### config.mk
export PLATFORM = sky130hd
export DESIGN_NAME = sqrt_rsqrt_iter_unit
export DESIGN_NICKNAME = d
export VERILOG_FILES = /design/src/rtl/sqrt_rsqrt_iter_unit.sv
export SDC_FILE = /design/constraint.sdc
export NUM_CORES = 1
export LEC_CHECK = 0
export ABC_CLOCK_PERIOD_IN_PS = 3600
export CAP_MARGIN = 20
export CELL_PAD_IN_SITES_DETAIL_PLACEMENT = 0
export CELL_PAD_IN_SITES_GLOBAL_PLACEMENT = 1
export CORE_ASPECT_RATIO = 0.5
export CORE_MARGIN = 2
export CORE_UTILIZATION = 35
export CTS_CLUSTER_DIAMETER = 200
export CTS_CLUSTER_SIZE = 14
export DETAILED_ROUTE_END_ITERATION = 8
export PLACE_DENSITY = 0.76
export SYNTH_ARGS = -nofsm -noshare
export SYNTH_HDL_FRONTEND = slang
export SYNTH_SLANG_ARGS = --single-unit
### constraint.sdc
create_clock -name clk -period 3.6 [get_ports clk]
set_input_delay 1.08 -clock clk [delete_from_list [all_inputs] [get_ports clk]]
set_output_delay 1.08 -clock clk [all_outputs]
set_load 0.02 [all_outputs]
### src/rtl/sqrt_rsqrt_iter_unit.sv
`default_nettype none
// ============================================================================
// Module   : sqrt_rsqrt_iter_unit
// Brief    : Iterative radix-2 restoring mantissa sqrt / 1/sqrt engine with
//            valid/ready handshakes. Define SQRT_RND_EN for guard-bit rounding.
// Revision : 1.0 - initial release
// ============================================================================
module sqrt_rsqrt_iter_unit #(
    parameter int MANT_W = 8
) (
    input  logic              clk,
    input  logic              rst,
    input  logic              in_valid_i,
    output logic              in_ready_o,
    input  logic [MANT_W-1:0] s_i,
    input  logic              is_exp_odd_i,
    input  logic              invSqrt_i,
    input  logic              special_case_i,
    output logic              valid_o,
    input  logic              ready_i,
    output logic [MANT_W-1:0] res_o,
    output logic              exp_adj_o
);

`ifdef SQRT_RND_EN
    localparam int c_g_w = 1;
`else
    localparam int c_g_w = 0;
`endif
    // Phase results carry an optional guard bit below the MANT_W result bits.
    localparam int c_q_w   = MANT_W + c_g_w;
    localparam int c_rem_w = c_q_w + 2;
    localparam int c_trl_w = c_q_w + 4;
    localparam int c_div_w = MANT_W + 2;
    localparam int c_cnt_w = $clog2(c_q_w + 1);
    localparam logic [c_cnt_w-1:0] c_iters    = c_cnt_w'(c_q_w);
    localparam logic [MANT_W-1:0]  c_one      = {1'b1, {(MANT_W-1){1'b0}}};
    localparam logic [c_div_w-1:0] c_div_init = {2'b01, {MANT_W{1'b0}}};

    typedef enum logic [1:0] {
        S_IDLE = 2'd0,
        S_SQRT = 2'd1,
        S_DIV  = 2'd2,
        S_DONE = 2'd3
    } state_t;

    state_t               r_state;
    state_t               w_state_nxt;
    logic [2*MANT_W-1:0]  r_rad;
    logic [c_rem_w-1:0]   r_rem;
    logic [c_q_w-1:0]     r_q;
    logic [c_div_w-1:0]   r_drem;
    logic [c_q_w-2:0]     r_dq;
    logic [c_cnt_w-1:0]   r_cnt;
    logic                 r_inv;
    logic [MANT_W-1:0]    r_res;
    logic                 r_adj;

    logic                 w_accept;
    logic                 w_last;
    logic                 w_idle;
    logic [2*MANT_W-1:0]  w_rad_init;
    logic [2*MANT_W-1:0]  w_rad_src;
    logic [c_rem_w-1:0]   w_rem_src;
    logic [c_q_w-1:0]     w_q_src;
    logic [c_trl_w-1:0]   w_trial_in;
    logic [c_trl_w-1:0]   w_trial_sub;
    logic                 w_sq_bit;
    logic [2*MANT_W-1:0]  w_rad_nxt;
    logic [c_rem_w-1:0]   w_rem_nxt;
    logic [c_q_w-1:0]     w_q_nxt;
    logic [MANT_W-1:0]    w_q_trunc;
    logic                 w_exact;
    logic                 w_div_bit;
    logic [c_div_w-1:0]   w_drem_sub;
    logic [c_div_w-1:0]   w_drem_nxt;
    logic [c_q_w-1:0]     w_dq_nxt;

    // Rounds half-up on the guard bit when enabled, saturating at all-ones.
    function automatic logic [MANT_W-1:0] phase_result(input logic [c_q_w-1:0] v);
`ifdef SQRT_RND_EN
        logic [MANT_W:0] sum;
        sum = {1'b0, v[c_q_w-1:1]} + {{MANT_W{1'b0}}, v[0]};
        return sum[MANT_W] ? {MANT_W{1'b1}} : sum[MANT_W-1:0];
`else
        return v;
`endif
    endfunction

    assign w_idle     = (r_state == S_IDLE);
    assign in_ready_o = rst & w_idle;
    assign w_accept   = in_valid_i & in_ready_o;
    assign w_last     = (r_cnt == c_cnt_w'(1));
    assign w_rad_init = is_exp_odd_i ? {s_i, 1'b0, {(MANT_W-1){1'b0}}}
                                     : {1'b0, s_i, {(MANT_W-1){1'b0}}};

    // The first root bit is resolved on the accept edge from the fresh operand.
    assign w_rad_src   = w_idle ? w_rad_init : r_rad;
    assign w_rem_src   = w_idle ? '0 : r_rem;
    assign w_q_src     = w_idle ? '0 : r_q;
    assign w_trial_in  = {w_rem_src, w_rad_src[2*MANT_W-1 -: 2]};
    assign w_trial_sub = {2'b00, w_q_src, 2'b01};
    assign w_sq_bit    = (w_trial_in >= w_trial_sub);
    assign w_rem_nxt   = w_sq_bit ? (w_trial_in[c_rem_w-1:0] - w_trial_sub[c_rem_w-1:0])
                                  : w_trial_in[c_rem_w-1:0];
    assign w_q_nxt     = {w_q_src[c_q_w-2:0], w_sq_bit};
    assign w_rad_nxt   = {w_rad_src[2*MANT_W-3:0], 2'b00};

    // Division always uses the truncated root, guard bit dropped.
    assign w_q_trunc  = r_q[c_q_w-1 -: MANT_W];
    assign w_exact    = (w_q_trunc == c_one);
    assign w_div_bit  = (r_drem >= {2'b00, w_q_trunc});
    assign w_drem_sub = r_drem - {2'b00, w_q_trunc};
    assign w_drem_nxt = w_div_bit ? (w_drem_sub << 1) : (r_drem << 1);
    assign w_dq_nxt   = {r_dq, w_div_bit};

    always_comb begin
        w_state_nxt = r_state;
        case (r_state)
            S_IDLE: if (w_accept) w_state_nxt = special_case_i ? S_DONE : S_SQRT;
            S_SQRT: if (w_last)   w_state_nxt = r_inv ? S_DIV : S_DONE;
            S_DIV:  if (w_exact || w_last) w_state_nxt = S_DONE;
            S_DONE: if (ready_i)  w_state_nxt = S_IDLE;
            default:              w_state_nxt = S_IDLE;
        endcase
    end

    always_ff @(posedge clk) begin
        if (!rst) r_state <= S_IDLE;
        else      r_state <= w_state_nxt;
    end

    always_ff @(posedge clk) begin
        if (!rst) begin
            r_rad  <= '0;
            r_rem  <= '0;
            r_q    <= '0;
            r_drem <= '0;
            r_dq   <= '0;
            r_cnt  <= '0;
            r_inv  <= 1'b0;
            r_res  <= '0;
            r_adj  <= 1'b0;
        end else begin
            case (r_state)
                S_IDLE: if (w_accept) begin
                    r_inv <= invSqrt_i;
                    if (special_case_i) begin
                        r_res <= s_i;
                        r_adj <= 1'b0;
                    end else begin
                        r_rad <= w_rad_nxt;
                        r_rem <= w_rem_nxt;
                        r_q   <= w_q_nxt;
                        r_cnt <= c_iters - 1'b1;
                    end
                end
                S_SQRT: begin
                    r_rad <= w_rad_nxt;
                    r_rem <= w_rem_nxt;
                    r_q   <= w_q_nxt;
                    r_cnt <= r_cnt - 1'b1;
                    if (w_last) begin
                        if (r_inv) begin
                            r_drem <= c_div_init;
                            r_dq   <= '0;
                            r_cnt  <= c_iters;
                        end else begin
                            r_res <= phase_result(w_q_nxt);
                            r_adj <= 1'b0;
                        end
                    end
                end
                S_DIV: begin
                    r_drem <= w_drem_nxt;
                    r_dq   <= w_dq_nxt[c_q_w-2:0];
                    r_cnt  <= r_cnt - 1'b1;
                    if (w_exact) begin
                        r_res <= c_one;
                        r_adj <= 1'b0;
                    end else if (w_last) begin
                        r_res <= phase_result(w_dq_nxt);
                        r_adj <= 1'b1;
                    end
                end
                default: ;
            endcase
        end
    end

    assign valid_o   = (r_state == S_DONE);
    assign res_o     = r_res;
    assign exp_adj_o = r_adj;

endmodule
`default_nettype wire

==> results of run 1 <==
Yosys cell counts, types with 2 or more instances:
cell type,instances
a221oi_1,2
a21boi_0,6
buf_1,2
nor4_1,2
nor2b_1,16
o31a_1,3
a21oi_1,48
o21ai_0,30
o31ai_1,4
a211oi_1,3
ha_1,25
a211o_1,6
nand2b_1,13
nand3_1,24
a32oi_1,4
mux2i_1,11
nand4b_1,2
and2_1,3
nand2_1,53
dfxtp_1,57
o2111ai_1,2
nand4_1,2
xor2_1,3
a41oi_1,2
mux2_2,4
inv_1,18
o21a_1,7
buf_2,7
xnor2_1,6
o211ai_1,10
and3_1,4
clkbuf_1,16
nand3b_1,2
a22oi_1,15
nor2_1,41
stage by stage:
step / hold slack (ns) / cells / cell area (µm²) / total power (W)
6_report: 0.445 / 645 / 4480 / 0.00333
5_1_grt: 0.465 / 645 / 4480 / 0.00360
4_1_cts: 0.450 / 645 / 4480 / 0.00335
3_5_place_dp: 0.445 / 633 / 4220 / 0.00258
3_3_place_gp: 0.438 / 633 / 4220 / 0.00258
2_1_floorplan: 0.432 / 482 / 3820 / 0.00209
layout make-up:
cell class                 count  area [µm²]
inverter                      19        71.3
clock inverter                 1        5.00
fill                        1062        5930
timing repair buffer          38         350
sequential                    57        1140
tap                          140         175
clock buffer                  11         253
multi-input combinational    379        2480
critical path, cell delays in order:
cell	delay, ns
clkdlybuf4s50_1	0.50
nand2b_1	0.12
nand3_1	0.07
o21ai_0	0.15
ha_1	0.26
nor2b_1	0.13
o21ai_0	0.10
a41oi_1	0.33
nand2_1	0.17
a221oi_1	0.34
o31ai_1	0.12
placed cells by master (no fill, tap or decap), drive strengths merged, types with 4 or more instances in the layout:
master and instances:
o31ai 4, clkbuf 11, inv 18, nand2b 13, o211ai 10, nand2 53
o21ai 32, buf 13, and3 4, nor2b 16, ha 25, xnor2 6
nor2 41, a22oi 15, mux2i 11, a21oi 49, o21a 7, dfxtp 57
nand3 24, mux2 4, a211o 6, a32oi 4, a21boi 8, clkdlybuf4s50 24
where the power goes:
part	switching (W)	internal [W]	total, W	leakage, nW
Sequential	0.000100	0.000761	0.000861	0.463
Combinational	0.000995	0.000728	0.00172	1.09
Clock	0.000264	0.000484	0.000748	0.129
Total	0.00136	0.00197	0.00333	1.68
cell families after synthesis:
kind of cell | Yosys count | synth area share, %
flops | 57 | 29.9
fa+ha+maj | 26 | 8.72
simple gates | 171 | 22.4
mux | 15 | 4.07
buf+inv | 46 | 4.98
compound gates | 158 | 27.8
xor+xnor | 9 | 2.07
metal layers:
layer / wire length (µm) / share of wire (%) / vias to the layer above / track usage [%]
met4: 90 / 0.89 / 0 / 3.80
met1: 5190 / 52 / 1617 / 25.6
met5: 0 / 0 / - / 0
met3: 421 / 4.2 / 9 / 4.88
met2: 4370 / 43 / 67 / 27.3
li1: - / - / 1789 / -
worst paths after layout:
check	from	endpoint	slack, ns
setup reg to reg	r_state[0]$_SDFFE_PN0P_	r_rem[9]$_SDFFE_PN0P_	0.61
setup / recovery	is_exp_odd_i	res_o[0]$_SDFFE_PN0P_	0.42
hold reg to reg	r_dq[6]$_SDFFE_PN0P_	r_dq[6]$_SDFFE_PN0P_	0.45
hold / removal	r_dq[6]$_SDFFE_PN0P_	r_dq[6]$_SDFFE_PN0P_	0.45
state kept, by name, summed over array words and instances, names as in the netlist:
register,flops
r_rem,10
r_q,8
r_dq,7
r_cnt,4
r_state,2
r_drem,9
r_inv,1
exp_adj_o,1
r_rad,7
res_o,8
timing repair:
action,4_1_cts,5_1_grt
gates resized for setup,0,1
hold buffers,0,0
endpoints found under the setup margin,0,1
==> results.md, run 1 <==
- Crit Path Class: input port to flop
- CTS tree: yes
- Maximum vdd drop: between 0.2 and 0.3 mV
- Final Hold Vio Count: 0
- Synth async-reset ratio: 0%
- Crit end category: flop
- Worst rel slew slack: 45.5%
- Starting Density: between 30% and 40%
- Synth unique cells: 64
- Synth top area share: between 20% and 30%
- Post-synthesis average cell area: between 7 and 8 µm²
- Critical path startpoint category: input port
- Final worst-path setup slack: about 0.42 ns
- Register bit total from synthesis: 57
- Number of global-route vias before repair: around 3200
- Share of cells above drive strength 1: between 7 and 8%
- Die H: roughly 78 µm
- First-pass GRT wire length: around 17 mm
- Max FO, Critical Path: 4
- Layout Nets: approximately 550
- Syn. warnings: 0
- Core Area: between 10000 and 15000 µm²
- N_diodes: 0
- Iteration-0 DRC Markers: 274
- Arr. time, crit path: between 3 and 4 ns
- Tightest Pin Transition: just under 0.8 ns
- Maximum buffer depth of the clock tree: 2
- Detailed-route via count: 3482
- Number of enable flip-flop cells after synthesis: 0
- Area of the mapped netlist: 3820 µm²
- GRT Total Usage: ~18%
- CTS clk-pin slew, worst paths: approximately 0.05 ns
- Hold Path Cell Cnt: 2
- Die Wd: roughly 150 µm
- Worst R2R Path Depth: 10
- Pin count of the biggest net entering global routing: 36
- FP Rows: 26
- Max-slew violation count: 0
- Synth-to-Final Area Change: 17.4%
- Pre-CTS setup slack: 0.0375 ns
- Outcome: completed
- Power per cell area: between 700 and 800 nW/µm²
- Unrepaired setup endpoints after global routing: false
- Min-Delay Path Class: flop to flop
- Setup bufs post-CTS: 0
- Clock Sink Count: 57
- Achievable frequency: 314 MHz
- Final Setup Violations: 0
- Post-synth top area cell: dfxtp_1
- Top_reg_cell synth: dfxtp_1
- CTS root buf: clkbuf_16
- Ports: 26
- Drt total wl: 10.1 mm
- Fin util: between 40% and 50%
- Post-Route Setup TNS: 0 ns
- Final min period: approximately 3.2 ns
- Total CTS buffers: 9
- Clk_skew: approximately 0.0047 ns
- Synth top area cells: dfxtp_1 (30%), ha_1 (8.2%), a21oi_1 (6.3%), nand2_1 (5.2%), nor2_1 (4.0%)
- Pre-antenna DRT Iters: 4
- Max cap viols: 0
- Initial antenna violation count: 0
- Gp weighted congestion: between 0.8 and 0.9
- IO buf count: 25
- Die ar.: 11800 µm²
- Total grt overflow: 0
- Via density: about 5.4
- Leakage Power: between 1.5 and 2 nW
- Required time worst endpoint: around 3.8 ns
- Fin crit share: between 80% and 90%
- Detail Placement HPWL: 7.39 mm
- Clock latency at the later pin of the worst-skew pair: around 0.32 ns
- H-tree depth: 3
- Post-Syn Nets: around 520
- Antenna viol nets, final: 0
- Seq/Total Area, Yosys: between 20% and 30%
- WL/cell: ~16 µm
- DRC Markers: 0
- Syn Inst Count: 482
Power figures use the tool's default switching activity.
==> run 2: changes to the inputs <==
- CORE_UTILIZATION: 35 -> 45
- PLACE_DENSITY: 0.76 -> 0.92
==> run 2 against run 1 <==
Compared with the run above:
- register-to-register slack got worse by 0.05 ns
- sequential power about the same
- worst setup slack lost 0.33 ns
- via count rose by 2.0%
- power fell by 0.24%
- sequential share of layout area up 0.22 points
==> results.md, run 2 (same netlist as run 1, synthesis figures left out) <==
- Pre-antenna DRT Iters: 4 (unchanged)
- Crit end category: output pin
- Reg2Reg Launch Point: r_state[0]$_SDFFE_PN0P_
- Share of cells above drive strength 1: 7.31% (-0.41 points)
- Max-slew violation count: 0 (unchanged)
- Crit. Startpoint: rst
- Die H: 69.1 µm (-11%)
- FP Rows: 23 (-12%)
- Commonest non-fill, non-tap cell in the layout: dfxtp_1
- Worst setup path endpoint: in_ready_o
- CTS root buf: clkbuf_16
- Clock Sink Count: 57 (unchanged)
- Setup bufs post-CTS: 0 (unchanged)
- Starting Density: 47.0% (+10 points)
- Die ar.: 9280 µm² (-21%)
- Leakage Power: 1.66 nW (-1.0%)
- Tightest Pin Transition: 0.751 ns (-0.0436 ns)
- Pin count of the biggest net entering global routing: 36 (unchanged)
- Maximum buffer depth of the clock tree: 2 (unchanged)
- WL/cell: 15.7 µm (+0.79%)
- Commonest non-fill, non-tap cells in the layout: dfxtp_1 (57), nand2_1 (53), a21oi_1 (48), nor2_1 (41), o21ai_0 (30)
- Final Hold Vio Count: 0 (unchanged)
- Crit Path Class: input port to output pin
- Pre-CTS setup slack: 0.0524 ns (+0.0149 ns)
- Max cap viols: 0 (unchanged)
- CP max-delay cell: clkdlybuf4s50_1
- Final min period: 3.51 ns (+0.327 ns)
- Detailed-route via count: 3552 (+2.0%)
- Worst-path cell chain: clkdlybuf4s50_1 > clkinv_1 > nor2_1 > clkdlybuf4s50_1
- Multi-input logic area: 2480 µm² (unchanged)
- GRT Total Usage: 22.0% (+3.9 points)
- Required time worst endpoint: 2.52 ns (-1.27 ns)
- Iteration-0 DRC Markers: 274 (unchanged)
- Cts hold-fix bufs: 0 (unchanged)
- First-pass GRT wire length: 16.3 mm (-3.4%)
- Clock network power share: 22.9% (+0.4 points)
- Total CTS buffers: 9 (unchanged)
- Final Setup Violations: 0 (unchanged)
- Achievable frequency: 285 MHz (-9.3%)
- CTS tree: yes
- WP buf/inv: 3 (+2)
- Clk_skew: 0.00562 ns (+0.000924 ns)
- Critical path startpoint category: input port
- Sequential cell area: 1140 µm² (unchanged)
- Drt total wl: 9.73 mm (-3.4%)
- Min-Delay Path Class: flop to flop
- Maximum vdd drop: 0.289 mV (+6.9%)
- N_diodes: 0 (unchanged)
- Detail Placement HPWL: 7.13 mm (-3.5%)
- Total grt overflow: 0 (unchanged)
- Overall Power: 0.00332 W (-0.24%)
- Worst R2R Path Depth: 10 (unchanged)
- Max FO, Critical Path: 2 (-2)
- IO buf count: 25 (unchanged)
- DRC Markers: 0 (unchanged)
- Clock latency at the later pin of the worst-skew pair: 0.33 ns (about the same)
- Largest register FFs: 10 (unchanged)
- Worst stage delay on the critical path: 0.62 ns (+0.12 ns)
- Ports: 26 (unchanged)
- Sequential Power Share: 25.9% (about the same)
- Layout Nets: 544 (-0.18%)
- Initial antenna violation count: 0 (unchanged)
- Fin crit share: 97.5% (+9.1 points)
- Antenna viol nets, final: 0 (unchanged)
- Gates resized, CTS repair: 0 (unchanged)
- Die Wd: 134 µm (-11%)
- P_sw: 0.00135 W (-1.0%)
- CP most frequent cell: clkdlybuf4s50_1
- Final worst-path setup slack: 0.0901 ns (-0.327 ns)
- P_int: 0.00198 W (+0.28%)
- CTS clk-pin slew, worst paths: 0.05 ns (about the same)
- Sw frac: 40.5% (-0.31 points)
- Power per cell area: 749 nW/µm² (+0.63%)
- Critical Path Stages: 4 (-7)
- Hold Path Cell Cnt: 2 (unchanged)
- Unrepaired setup endpoints after global routing: false
- H-tree depth: 3 (unchanged)
- Post-Route Setup TNS: 0 ns (unchanged)
- Number of global-route vias before repair: 3282 (+1.1%)
- Regs by FF count: r_rem x10, r_drem x9
- Via density: 5.75 (+6.5%)
- Arr. time, crit path: 2.43 ns (-0.94 ns)
- FILL cells: 757 (-29%)
- RR Endpoint: r_rem[9]$_SDFFE_PN0P_
- Gp weighted congestion: 0.870 (-0.51%)
- Biggest register: r_rem
- Worst reg2reg setup slack: 0.56 ns (-0.05 ns)
- Synth-to-Final Area Change: 16.4%
- Outcome: completed
- Family with the most delay on the worst path: buffers and inverters
- Comb pwr share: 51.2% (-0.5 points)
- Core Area: 8120 µm² (-22%)
- Worst rel slew slack: 48.5% (+3.0 points)
- Hold_ws: 0.450 ns (+0.00481 ns)
run 2: cell type report:
class | instances | area share (%)
multi-input combinational | 379 | 55.9
sequential | 57 | 25.7
timing repair buffer | 37 | 7.66
clock buffer | 14 | 5.94
tap | 112 | 3.15
inverter | 19 | 1.61
run 2: metrics by stage:
stage	cell area [µm²]	instances	utilization, %
final	4440	618	54.7
after global routing	4440	618	54.7
after CTS	4440	618	54.7
after detailed placement	4180	604	51.5
after global placement	4180	604	51.5
after floorplan	3820	482	-
run 2: power groups by stage:
stage          clock, W  sequential (W)  combinational [W]
2_1_floorplan         0        0.000893            0.00120
3_3_place_gp          0        0.000869            0.00168
3_5_place_dp          0        0.000871            0.00169
4_1_cts        0.000775        0.000859            0.00170
5_1_grt        0.000805        0.000877            0.00189
6_report       0.000761        0.000861            0.00170
run 2: worst min-delay path by stage:
| stage | endpoint | slack (ns) | from |
|---|---|---|---|
| floorplan | r_rad[9]$_SDFFE_PN0P_ | 0.43 | r_rad[9]$_SDFFE_PN0P_ |
| global placement | r_rad[13]$_SDFFE_PN0P_ | 0.44 | r_rad[13]$_SDFFE_PN0P_ |
| detailed placement | r_rad[13]$_SDFFE_PN0P_ | 0.45 | r_rad[13]$_SDFFE_PN0P_ |
| CTS | r_rad[12]$_SDFFE_PN0P_ | 0.45 | r_rad[12]$_SDFFE_PN0P_ |
| global route | r_rad[13]$_SDFFE_PN0P_ | 0.47 | r_rad[13]$_SDFFE_PN0P_ |
| finish | r_rad[13]$_SDFFE_PN0P_ | 0.45 | r_rad[13]$_SDFFE_PN0P_ |
run 2: metal layers:
metal / track usage [%] / vias to the layer above / wire, µm / part of all wire, %
li1: - / 1780 / - / -
met1: 30.8 / 1686 / 4840 / 50
met2: 33.3 / 71 / 4340 / 45
met3: 5.00 / 15 / 381 / 3.9
met4: 7.25 / 0 / 165 / 1.7
met5: 0 / - / 0 / 0
run 2: worst min-delay path, cell delays in order, from the launching register on:
cell,delay (ns)
dfxtp_1,0.30
nand2_1,0.05
a21oi_1,0.05
